<file path="src/rtl/iwrite_stream_router_if.sv">
// ---------------------------------------------------------------------------
// iwrite_stream_router_if
// Groups every bus signal of the header-driven stream router.
//   Stream in   : idata, idata_valid (to router), idata_ready (from router)
//   IBRAM write : diA, addrA, enaA, weA, ping_pong
//   INSTR sink  : idata_instr, idata_instr_valid, instr_bank_counter,
//                 idata_instr_ready (from sink)
//   PARAM sink  : param_data, param_data_valid, param_data_ready (from sink)
//   Status      : act_done, busy, err_hdr, err_ovf
// Modport slave is the router's view; modport master is the surrounding
// system (stream source plus all sinks).
// ---------------------------------------------------------------------------
interface iwrite_stream_router_if #(
  parameter int STREAM_WIDTH = 128,
  parameter int NUM_BANKS    = 16,
  parameter int IBRAM_DEPTH  = 1024
);
  localparam int BANK_W = $clog2(NUM_BANKS);
  localparam int ADDR_W = $clog2(IBRAM_DEPTH);

  logic [STREAM_WIDTH-1:0] idata;
  logic                    idata_valid;
  logic                    idata_ready;

  logic [STREAM_WIDTH-1:0] diA;
  logic [ADDR_W-1:0]       addrA;
  logic [NUM_BANKS-1:0]    enaA;
  logic [NUM_BANKS-1:0]    weA;
  logic                    ping_pong;

  logic [STREAM_WIDTH-1:0] idata_instr;
  logic                    idata_instr_valid;
  logic [BANK_W-1:0]       instr_bank_counter;
  logic                    idata_instr_ready;

  logic [STREAM_WIDTH-1:0] param_data;
  logic                    param_data_valid;
  logic                    param_data_ready;

  logic                    act_done;
  logic                    busy;
  logic                    err_hdr;
  logic                    err_ovf;

  modport slave (
    input  idata, idata_valid, idata_instr_ready, param_data_ready,
    output idata_ready, diA, addrA, enaA, weA, ping_pong,
           idata_instr, idata_instr_valid, instr_bank_counter,
           param_data, param_data_valid, act_done, busy, err_hdr, err_ovf
  );

  modport master (
    output idata, idata_valid, idata_instr_ready, param_data_ready,
    input  idata_ready, diA, addrA, enaA, weA, ping_pong,
           idata_instr, idata_instr_valid, instr_bank_counter,
           param_data, param_data_valid, act_done, busy, err_hdr, err_ovf
  );
endinterface

</file>
<file path="src/rtl/iwrite_stream_router.sv">
// ---------------------------------------------------------------------------
// iwrite_stream_router
// Takes one AXI-Stream input and steers each packet, as announced by its
// header beat, to the parameter module, the instruction buffer or the banked
// activation IBRAM. Unknown packet types are swallowed and flagged.
//   clk  : clock, all logic on the rising edge
//   rst  : synchronous active-high reset
//   bus  : iwrite_stream_router_if.slave (stream in, IBRAM write port,
//          INSTR and PARAM sinks, status flags)
// Header beat: [1:0] type, [LEN_WIDTH+1:2] payload length,
//              [LEN_WIDTH+2 +: log2(NUM_BANKS)] ACT start bank.
// ---------------------------------------------------------------------------
module iwrite_stream_router #(
  parameter int STREAM_WIDTH = 128,
  parameter int NUM_BANKS    = 16,
  parameter int IBRAM_DEPTH  = 1024,
  parameter int LEN_WIDTH    = 16,
  parameter bit PINGPONG_EN  = 1'b1
) (
  input  logic                  clk,
  input  logic                  rst,
  iwrite_stream_router_if.slave bus
);
  localparam int BANK_W = $clog2(NUM_BANKS);
  localparam int ADDR_W = $clog2(IBRAM_DEPTH);
  localparam logic [BANK_W-1:0]    LAST_BANK = BANK_W'(NUM_BANKS - 1);
  localparam logic [ADDR_W-1:0]    LAST_ADDR = ADDR_W'(IBRAM_DEPTH - 1);
  localparam logic [LEN_WIDTH-1:0] ONE_LEFT  = LEN_WIDTH'(1);

  typedef enum logic [2:0] {
    S_HDR,
    S_PARAM,
    S_INSTR,
    S_ACT,
    S_DROP
  } state_t;

  state_t                  r_state;
  logic [LEN_WIDTH-1:0]    r_remain;
  logic [ADDR_W-1:0]       r_addr;
  logic [BANK_W-1:0]       r_bank;
  logic [BANK_W-1:0]       r_instrBank;
  logic [STREAM_WIDTH-1:0] r_diA;
  logic [ADDR_W-1:0]       r_addrA;
  logic [NUM_BANKS-1:0]    r_enaA;
  logic                    r_pingPong;
  logic                    r_actDone;
  logic                    r_errHdr;
  logic                    r_errOvf;

  logic [1:0]              w_type;
  logic [LEN_WIDTH-1:0]    w_len;
  logic [BANK_W-1:0]       w_startBank;
  logic                    w_ready;
  logic                    w_hs;
  logic                    w_lastBeat;

  assign w_type      = bus.idata[1:0];
  assign w_len       = bus.idata[LEN_WIDTH+1:2];
  assign w_startBank = bus.idata[LEN_WIDTH+2 +: BANK_W];
  assign w_hs        = bus.idata_valid & w_ready;
  assign w_lastBeat  = (r_remain == ONE_LEFT);

  // Stream ready: header, ACT and DROP never stall because the IBRAM always
  // accepts a write; PARAM and INSTR hand the decision to their sink so the
  // payload flows straight through without any buffering here.
  always_comb begin
    w_ready = 1'b0;
    case (r_state)
      S_HDR, S_ACT, S_DROP: w_ready = 1'b1;
      S_PARAM:              w_ready = bus.param_data_ready;
      S_INSTR:              w_ready = bus.idata_instr_ready;
      default:              w_ready = 1'b0;
    endcase
  end

  // Packet FSM plus every registered output. A header with LEN=0 leaves the
  // FSM in HDR so the next beat is a header again. The IBRAM write port is a
  // one-cycle pulse per accepted ACT beat; the bank walks upward from the
  // start bank and the word address only advances when the bank wraps, so
  // consecutive beats stripe across all banks. ping_pong flips on the edge
  // that closes the act_done cycle, which keeps the last write of a packet
  // in the half that the rest of the packet used.
  always_ff @(posedge clk) begin
    if (rst) begin
      r_state     <= S_HDR;
      r_remain    <= '0;
      r_addr      <= '0;
      r_bank      <= '0;
      r_instrBank <= '0;
      r_diA       <= '0;
      r_addrA     <= '0;
      r_enaA      <= '0;
      r_pingPong  <= 1'b0;
      r_actDone   <= 1'b0;
      r_errHdr    <= 1'b0;
      r_errOvf    <= 1'b0;
    end else begin
      r_enaA    <= '0;
      r_actDone <= 1'b0;
      if (PINGPONG_EN && r_actDone) begin
        r_pingPong <= ~r_pingPong;
      end

      case (r_state)
        S_HDR: begin
          if (w_hs) begin
            r_remain <= w_len;
            if (w_type == 2'd3) begin
              r_errHdr <= 1'b1;
              if (w_len != '0) begin
                r_state <= S_DROP;
              end
            end else if (w_len != '0) begin
              case (w_type)
                2'd0: r_state <= S_PARAM;
                2'd1: begin
                  r_state     <= S_INSTR;
                  r_instrBank <= '0;
                end
                default: begin
                  r_state <= S_ACT;
                  r_addr  <= '0;
                  r_bank  <= w_startBank;
                end
              endcase
            end
          end
        end

        S_PARAM, S_DROP: begin
          if (w_hs) begin
            r_remain <= r_remain - 1'b1;
            if (w_lastBeat) begin
              r_state <= S_HDR;
            end
          end
        end

        S_INSTR: begin
          if (w_hs) begin
            r_remain    <= r_remain - 1'b1;
            r_instrBank <= (r_instrBank == LAST_BANK) ? '0 : r_instrBank + 1'b1;
            if (w_lastBeat) begin
              r_state <= S_HDR;
            end
          end
        end

        S_ACT: begin
          if (w_hs) begin
            r_diA    <= bus.idata;
            r_addrA  <= r_addr;
            r_enaA   <= NUM_BANKS'(1) << r_bank;
            r_remain <= r_remain - 1'b1;
            if (r_bank == LAST_BANK) begin
              r_bank <= '0;
              if (r_addr == LAST_ADDR) begin
                r_addr   <= '0;
                r_errOvf <= 1'b1;
              end else begin
                r_addr <= r_addr + 1'b1;
              end
            end else begin
              r_bank <= r_bank + 1'b1;
            end
            if (w_lastBeat) begin
              r_actDone <= 1'b1;
              r_state   <= S_HDR;
            end
          end
        end

        default: r_state <= S_HDR;
      endcase
    end
  end

  // Sink pass-through is gated by state so no sink ever sees a header or a
  // beat that belongs to another packet type.
  assign bus.idata_ready        = w_ready;
  assign bus.param_data         = (r_state == S_PARAM) ? bus.idata : '0;
  assign bus.param_data_valid   = (r_state == S_PARAM) & bus.idata_valid;
  assign bus.idata_instr        = (r_state == S_INSTR) ? bus.idata : '0;
  assign bus.idata_instr_valid  = (r_state == S_INSTR) & bus.idata_valid;
  assign bus.instr_bank_counter = r_instrBank;
  assign bus.diA                = r_diA;
  assign bus.addrA              = r_addrA;
  assign bus.enaA               = r_enaA;
  assign bus.weA                = r_enaA;
  assign bus.ping_pong          = r_pingPong;
  assign bus.act_done           = r_actDone;
  assign bus.busy               = (r_state != S_HDR);
  assign bus.err_hdr            = r_errHdr;
  assign bus.err_ovf            = r_errOvf;
endmodule

</file>
<file path="src/flat_wrapper.sv">
// flat-port wrapper written by rule: the top's interface ports become plain ports
module iwrite_stream_router_flat 
#(
  parameter int STREAM_WIDTH = 128,
  parameter int NUM_BANKS    = 16,
  parameter int IBRAM_DEPTH  = 1024,
  parameter int LEN_WIDTH    = 16,
  parameter bit PINGPONG_EN  = 1'b1
)
  (clk, rst, bus_idata, bus_idata_valid, bus_idata_instr_ready, bus_param_data_ready, bus_idata_ready, bus_diA, bus_addrA, bus_enaA, bus_weA, bus_ping_pong, bus_idata_instr, bus_idata_instr_valid, bus_instr_bank_counter, bus_param_data, bus_param_data_valid, bus_act_done, bus_busy, bus_err_hdr, bus_err_ovf);
  iwrite_stream_router_if #(.STREAM_WIDTH(STREAM_WIDTH), .NUM_BANKS(NUM_BANKS), .IBRAM_DEPTH(IBRAM_DEPTH)) bus_i ();
  input  logic clk;
  input  logic rst;
  input wire logic [$bits(bus_i.idata)-1:0] bus_idata;
  input wire logic [$bits(bus_i.idata_valid)-1:0] bus_idata_valid;
  input wire logic [$bits(bus_i.idata_instr_ready)-1:0] bus_idata_instr_ready;
  input wire logic [$bits(bus_i.param_data_ready)-1:0] bus_param_data_ready;
  output wire logic [$bits(bus_i.idata_ready)-1:0] bus_idata_ready;
  output wire logic [$bits(bus_i.diA)-1:0] bus_diA;
  output wire logic [$bits(bus_i.addrA)-1:0] bus_addrA;
  output wire logic [$bits(bus_i.enaA)-1:0] bus_enaA;
  output wire logic [$bits(bus_i.weA)-1:0] bus_weA;
  output wire logic [$bits(bus_i.ping_pong)-1:0] bus_ping_pong;
  output wire logic [$bits(bus_i.idata_instr)-1:0] bus_idata_instr;
  output wire logic [$bits(bus_i.idata_instr_valid)-1:0] bus_idata_instr_valid;
  output wire logic [$bits(bus_i.instr_bank_counter)-1:0] bus_instr_bank_counter;
  output wire logic [$bits(bus_i.param_data)-1:0] bus_param_data;
  output wire logic [$bits(bus_i.param_data_valid)-1:0] bus_param_data_valid;
  output wire logic [$bits(bus_i.act_done)-1:0] bus_act_done;
  output wire logic [$bits(bus_i.busy)-1:0] bus_busy;
  output wire logic [$bits(bus_i.err_hdr)-1:0] bus_err_hdr;
  output wire logic [$bits(bus_i.err_ovf)-1:0] bus_err_ovf;
  assign bus_i.idata = bus_idata;
  assign bus_i.idata_valid = bus_idata_valid;
  assign bus_i.idata_instr_ready = bus_idata_instr_ready;
  assign bus_i.param_data_ready = bus_param_data_ready;
  assign bus_idata_ready = bus_i.idata_ready;
  assign bus_diA = bus_i.diA;
  assign bus_addrA = bus_i.addrA;
  assign bus_enaA = bus_i.enaA;
  assign bus_weA = bus_i.weA;
  assign bus_ping_pong = bus_i.ping_pong;
  assign bus_idata_instr = bus_i.idata_instr;
  assign bus_idata_instr_valid = bus_i.idata_instr_valid;
  assign bus_instr_bank_counter = bus_i.instr_bank_counter;
  assign bus_param_data = bus_i.param_data;
  assign bus_param_data_valid = bus_i.param_data_valid;
  assign bus_act_done = bus_i.act_done;
  assign bus_busy = bus_i.busy;
  assign bus_err_hdr = bus_i.err_hdr;
  assign bus_err_ovf = bus_i.err_ovf;
  iwrite_stream_router #(.STREAM_WIDTH(STREAM_WIDTH), .NUM_BANKS(NUM_BANKS), .IBRAM_DEPTH(IBRAM_DEPTH), .LEN_WIDTH(LEN_WIDTH), .PINGPONG_EN(PINGPONG_EN)) u_core (.clk(clk), .rst(rst), .bus(bus_i));
endmodule
</file>
<file path="config.mk">
export PLATFORM = sky130hd
export DESIGN_NAME = iwrite_stream_router_flat
export DESIGN_NICKNAME = d
export VERILOG_FILES = /design/src/rtl/iwrite_stream_router_if.sv /design/src/rtl/iwrite_stream_router.sv /design/src/flat_wrapper.sv
export SDC_FILE = /design/constraint.sdc
export NUM_CORES = 1
export LEC_CHECK = 0
export ABC_AREA = 1
export BUFFER_PORTS_ARGS = -buffer_cell sky130_fd_sc_hd__buf_2
export CAP_MARGIN = 10
export CORE_AREA = 4 4 219 221
export CTS_CLUSTER_SIZE = 28
export DETAILED_ROUTE_END_ITERATION = 10
export DIE_AREA = 0 0 223 225
export SETUP_SLACK_MARGIN = 0.1
export SLEW_MARGIN = 15
export SYNTH_ARGS = -nofsm -noshare
export SYNTH_HDL_FRONTEND = slang
export SYNTH_SLANG_ARGS = --single-unit
</file>
<file path="constraint.sdc">
create_clock -name clk -period 2.4 [get_ports clk]
set_input_delay 0.72 -clock clk [delete_from_list [all_inputs] [get_ports clk]]
set_output_delay 0.72 -clock clk [all_outputs]
set_load 0.01 [all_outputs]
</file>
Yosys cells after proc, flatten, opt, wreduce, memory -nomap -nowiden. Cells that the tools add are included.

Muxes and demuxes: 37. Reductions and logical operators: 19. Equal/unequal tests: 20. Bitwise operators: 6. Add/subtract/negate cells: 4. Shifts and indexed selects: 1.

Operators by type and width (number): two-way mux 128 bit (2); two-way mux 10 bit (7); two-way mux 4 bit (12); two-way mux 16 bit (2); one-hot mux 16 bit (2 select lines) (1); one-hot mux 10 bit (2 select lines) (1); two-way mux 3 bit (6); == test 16 x 1 -> 1 bit, second input constant (1); one-hot mux 4 bit (2 select lines) (2); nonzero test 16 bit (1); << shifter 1 x 4 -> 16 bit, first input constant (1); subtractor 16 x 1 -> 16 bit, second input constant (1); != test 2 x 1 -> 1 bit, second input constant (7); AND reduction 6 bit (2); adder 10 x 1 -> 10 bit, second input constant (1); == test 10 bit, second input constant (1); adder 4 x 1 -> 4 bit, second input constant (2); == test 4 bit, second input constant (2); AND reduction 4 bit (2); AND reduction 7 bit (1); == test 3 x 2 -> 1 bit, second input constant (2); != test 2 bit, second input constant (3); one-hot mux 3 bit (2 select lines) (1); AND reduction 3 bit (2); 17 further kinds (24).

Logic and storage cells: 99. Register bits: 195. Output and inout bits: 438.

Depth between registers and ports, before layout.
Word-level depth: 7. Depth in mapped cells: 11.

Worst setup path after synthesis. No wires, ideal clock.

Path kind: input -> register. From: input port bus_idata[1]. To: register u_core.r_addr[6]. Path slack: 343 ps. Data required time: 2287 ps. Buffers on the path: 1. Data arrival time: 1944 ps. Stages on the path: 10. Cells stage by stage: inv_1 > ha_1 > or2_2 > nand2_1 > nand3_2 > nor2_4 > nand2_2 > buf_6 > o21ai_2 > nor2_1.

Cells in the longest elaborated chain, start to end: 4. Elaborated cells between the ends (all ways): 7. Classes of those cells: eq/ne: 4; reduce/logical: 3.

RTL lines: start, declared (line flat_wrapper.sv:14) `input wire logic [$bits(bus_i.idata)-1:0] bus_idata;`; == test 2 x 1 -> 1 bit or zero test 2 bit (tied branches) (line iwrite_stream_router.sv:115) `case (w_type)`; OR reduction 2 bit (no line); != test 2 bit (no line); AND reduction 7 bit (no line) (*); end signal, assigned (line iwrite_stream_router.sv:162) `r_addr <= r_addr + 1'b1;`; end, declared (line iwrite_stream_router.sv:40) `logic [ADDR_W-1:0] r_addr;`.

Mark *: on every way between the ends. The rest lies on a longest branch, timed or not. A chain may end at the register's enable or synchronous reset.

Worst setup path after layout.
From: register u_core.r_state[1]. To: output port bus_idata_instr[95].

Cells in the longest elaborated chain, start to end: 2.

RTL lines: start, declared (line iwrite_stream_router.sv:38) `state_t r_state;`; start signal, assigned (line iwrite_stream_router.sv:86) `r_state <= S_HDR;`; start signal, assigned (line iwrite_stream_router.sv:112) `r_state <= S_DROP;`; start signal, assigned (line iwrite_stream_router.sv:116) `2'd0: r_state <= S_PARAM;`; == test 3 x 2 -> 1 bit (line iwrite_stream_router.sv:184) `assign bus.idata_instr = (r_state == S_INSTR) ? bus.idata : '0;`; two-way mux 128 bit (line iwrite_stream_router.sv:184); end, declared (line flat_wrapper.sv:24) `output wire logic [$bits(bus_i.idata_instr)-1:0] bus_idata_instr;`.

Every way passes these cells.

==> impl_metrics.tcl <==
set metrics [dict create \
    status "finished, violations left" \
    violations "negative setup slack" \
    fillCellCount 4920 \
    grt_max_degree 84 \
    port_buffers 570 \
    synth_seq_cells 195 \
    cts_tree "built" \
    wl_per_cell_um 17.3 \
    ys_warn_count 0 \
    clkLatencyLatePin_ns 0.49 \
    pwr_density_cell_nw_per_um2 901 \
    vias_per_cell 4.40 \
    worstPathMaxFanout 73 \
    hpwl_um 32000 \
    maxSlewHeadroom 0.714 \
    totalPowerFinal_mw 13.1 \
    drcViolationCount 0 \
    postRouteAntennaNets 0 \
    ys_seq_area_frac 0.420 \
    cp_num_buf_inv 3 \
    grt_pass1_wl_um 59300 \
    cts.sinks 195 \
    core_area_um2 46200 \
    num-nets-final 2055 \
    post-route-period-util 1.01 \
    diodes 0 \
    cts_htree_levels 4 \
    cts_buffers 17 \
    grt_antenna_before_repair 0 \
    irDropWorstVdd_uv 488 \
    rsz0062_at_grt "true" \
    drv_slew 0 \
    leakage_nw 7.79 \
    required_ns 1.68 \
    crit_chain "buf_4 > nand2_4 > buf_16 > nor2_2 > buf_2" \
    hp-class "register to register" \
    setup_violations 13 \
    syn_area_um2 9290 \
    critPathLaunchType "register" \
    grt_overflow 0 \
    crit_path_end_kind "primary output" \
    gp_congestion 0.894 \
    fmax_mhz 412 \
    cp_slowest_stage_delay_ns 0.35 \
    arrival_ns 1.71 \
    clk_pin_slew_worst_paths_ns 0.07 \
    final.setup.tns_ns -0.106 \
    start_util 0.201 \
    maxCapViolations 0 \
    cpMaxStageDelayCell "dfxtp_1" \
    whs_ns 0.463 \
    path_class "register to primary output" \
    cp_top_family "buffers and inverters" \
    max_slew.worst_pin.slew_ns 0.427 \
    avgSynthCellArea_um2 6.77 \
    place_ws_ns 0.0768 \
    drt-total-wl_um 43700 \
    syn_to_final_growth_pct 56.9 \
    dieArea_um2 50200 \
    finalCriticalPeriod_ns 2.43 \
    syn_inst 1371 \
    io_pins 571 \
    cts-hold-fix-buffers 0 \
    setup_ws_ns -0.0252 \
    hold_violations 0 \
    finClkSkew_ns 0.0140 \
    vias 11100 \
    synth_nets 1517 \
    drt_iter0_markers 752 \
    cts.path.max_buffers 2 \
    grt_usage 0.151 \
    die_w_um 223 \
    utilization 0.316 \
    std_cell_rows 79 \
    firstDrtPassIters 6 \
    die_h_um 225 \
    drive_above_1_share 0.409 \
    cts-root-buf "clkbuf_16" \
    synth.distinct_cells 42 \
    grt_pass1_vias 10000 \
]
## worst paths after layout
kind | end | startpoint | slack [ns] | cells after the start
hold / removal | u_core.bus.err_ovf | u_core.bus.err_ovf | 0.46 | 2
setup / recovery | bus_idata_instr[95] | u_core.r_state[1] | -0.03 | 5
setup reg to reg | u_core.r_addr[6] | u_core.r_state[2] | 0.36 | 12
hold reg to reg | u_core.bus.err_ovf | u_core.bus.err_ovf | 0.46 | 2
## power breakdown
part | total, mW | switching (mW) | internal, mW | leakage (nW)
Sequential | 3.92 | 0.314 | 3.60 | 1.58
Combinational | 6.21 | 3.86 | 2.35 | 5.93
Clock | 2.99 | 1.40 | 1.58 | 0.284
## Yosys cell counts, drive strengths merged
cell type / instances / area [um2]
o22ai: 3 / 18.8
a21oi: 168 / 845
nand4: 10 / 68.8
a31oi: 1 / 6.26
ha: 13 / 163
nor3b: 1 / 7.51
nor2: 342 / 1300
clkinv: 2 / 8.75
o31ai: 1 / 7.51
dfxtp: 195 / 3900
o211ai: 7 / 52.6
buf: 58 / 355
inv: 178 / 671
nor4: 2 / 12.5
nand3: 43 / 233
nand2: 109 / 444
nor3: 15 / 75.1
clkbuf: 44 / 165
xnor2: 4 / 35.0
nand3b: 3 / 22.5
or2: 2 / 12.5
and2: 1 / 6.26
o21a: 1 / 7.51
o21ai: 162 / 818
or3: 1 / 6.26
xor2: 5 / 43.8
## area by class of cell
class	instances	area, um2	area share
clock buffers	20	447	0.0307
clock inverters	12	144	0.00988
inverters	180	684	0.0470
multi-input cells	894	4710	0.324
flip-flops and latches	195	3910	0.268
well taps	607	759	0.0521
repair buffers	621	3910	0.268
## per-stage QoR
stage               cells  instance area, um2
finish               2529               14600
global route         2529               14600
CTS                  2506               13500
detailed placement   2473               12700
global placement     2473               12700
floorplan            1371                9290
## tightest hold or removal path: stages, from the launching register on
cell,delay (ns)
dfxtp_1,0.33
nand2_1,0.05
o31ai_1,0.05
## logic make-up (layout without fill, tap and decap cells)
| group | Yosys count | after routing | synth area share |
|---|---|---|---|
| XOR/XNOR | 9 | 9 | 0.00849 |
| buffers and inverters | 282 | 833 | 0.129 |
| AND/OR/NAND/NOR | 529 | 529 | 0.235 |
| AO/OA/AOI/OAI | 343 | 343 | 0.189 |
| flip-flops | 195 | 195 | 0.420 |
| adder cells (fa/ha/maj) | 13 | 13 | 0.0175 |
## flip-flops by register name, indices dropped and copies added, names as in the netlist, 3 cells and up
signal                         count
u_core.r_bank                      4
u_core.r_addr                     10
u_core.r_state                     3
u_core.r_remain                   16
u_core.bus.addrA                  10
u_core.bus.diA                   128
u_core.bus.instr_bank_counter      4
u_core.bus.enaA                   16
## layout by cell type (no fill, tap or decap), drive strengths merged, types with 3 or more instances in the layout
master | synthesis | routed
a21oi | 168 | 168
o211ai | 7 | 7
nand3b | 3 | 3
nor2 | 342 | 342
clkbuf | 44 | 25
dfxtp | 195 | 195
ha | 13 | 13
inv | 178 | 183
nor3 | 15 | 15
nand3 | 43 | 43
clkinv | 2 | 5
o22ai | 3 | 3
xor2 | 5 | 5
o21ai | 162 | 162
buf | 58 | 616
nand2 | 109 | 109
xnor2 | 4 | 4
nand4 | 10 | 10
## per-layer routing
layer	global-route usage	vias to the layer above	routed length [um]
li1	-	5412	-
met1	0.196	5163	18300
met2	0.248	500	20900
met3	0.0382	42	3550
met4	0.0481	0	912
met5	0	-	0
## what timing repair did
item                       CTS  global route
setup endpoints to repair  259           259
gates resized for setup     34           213
buffers inserted             1            11
cloned                       0            12
pin swaps                    1             4
No activity file was read; power rests on OpenSTA's default activity.
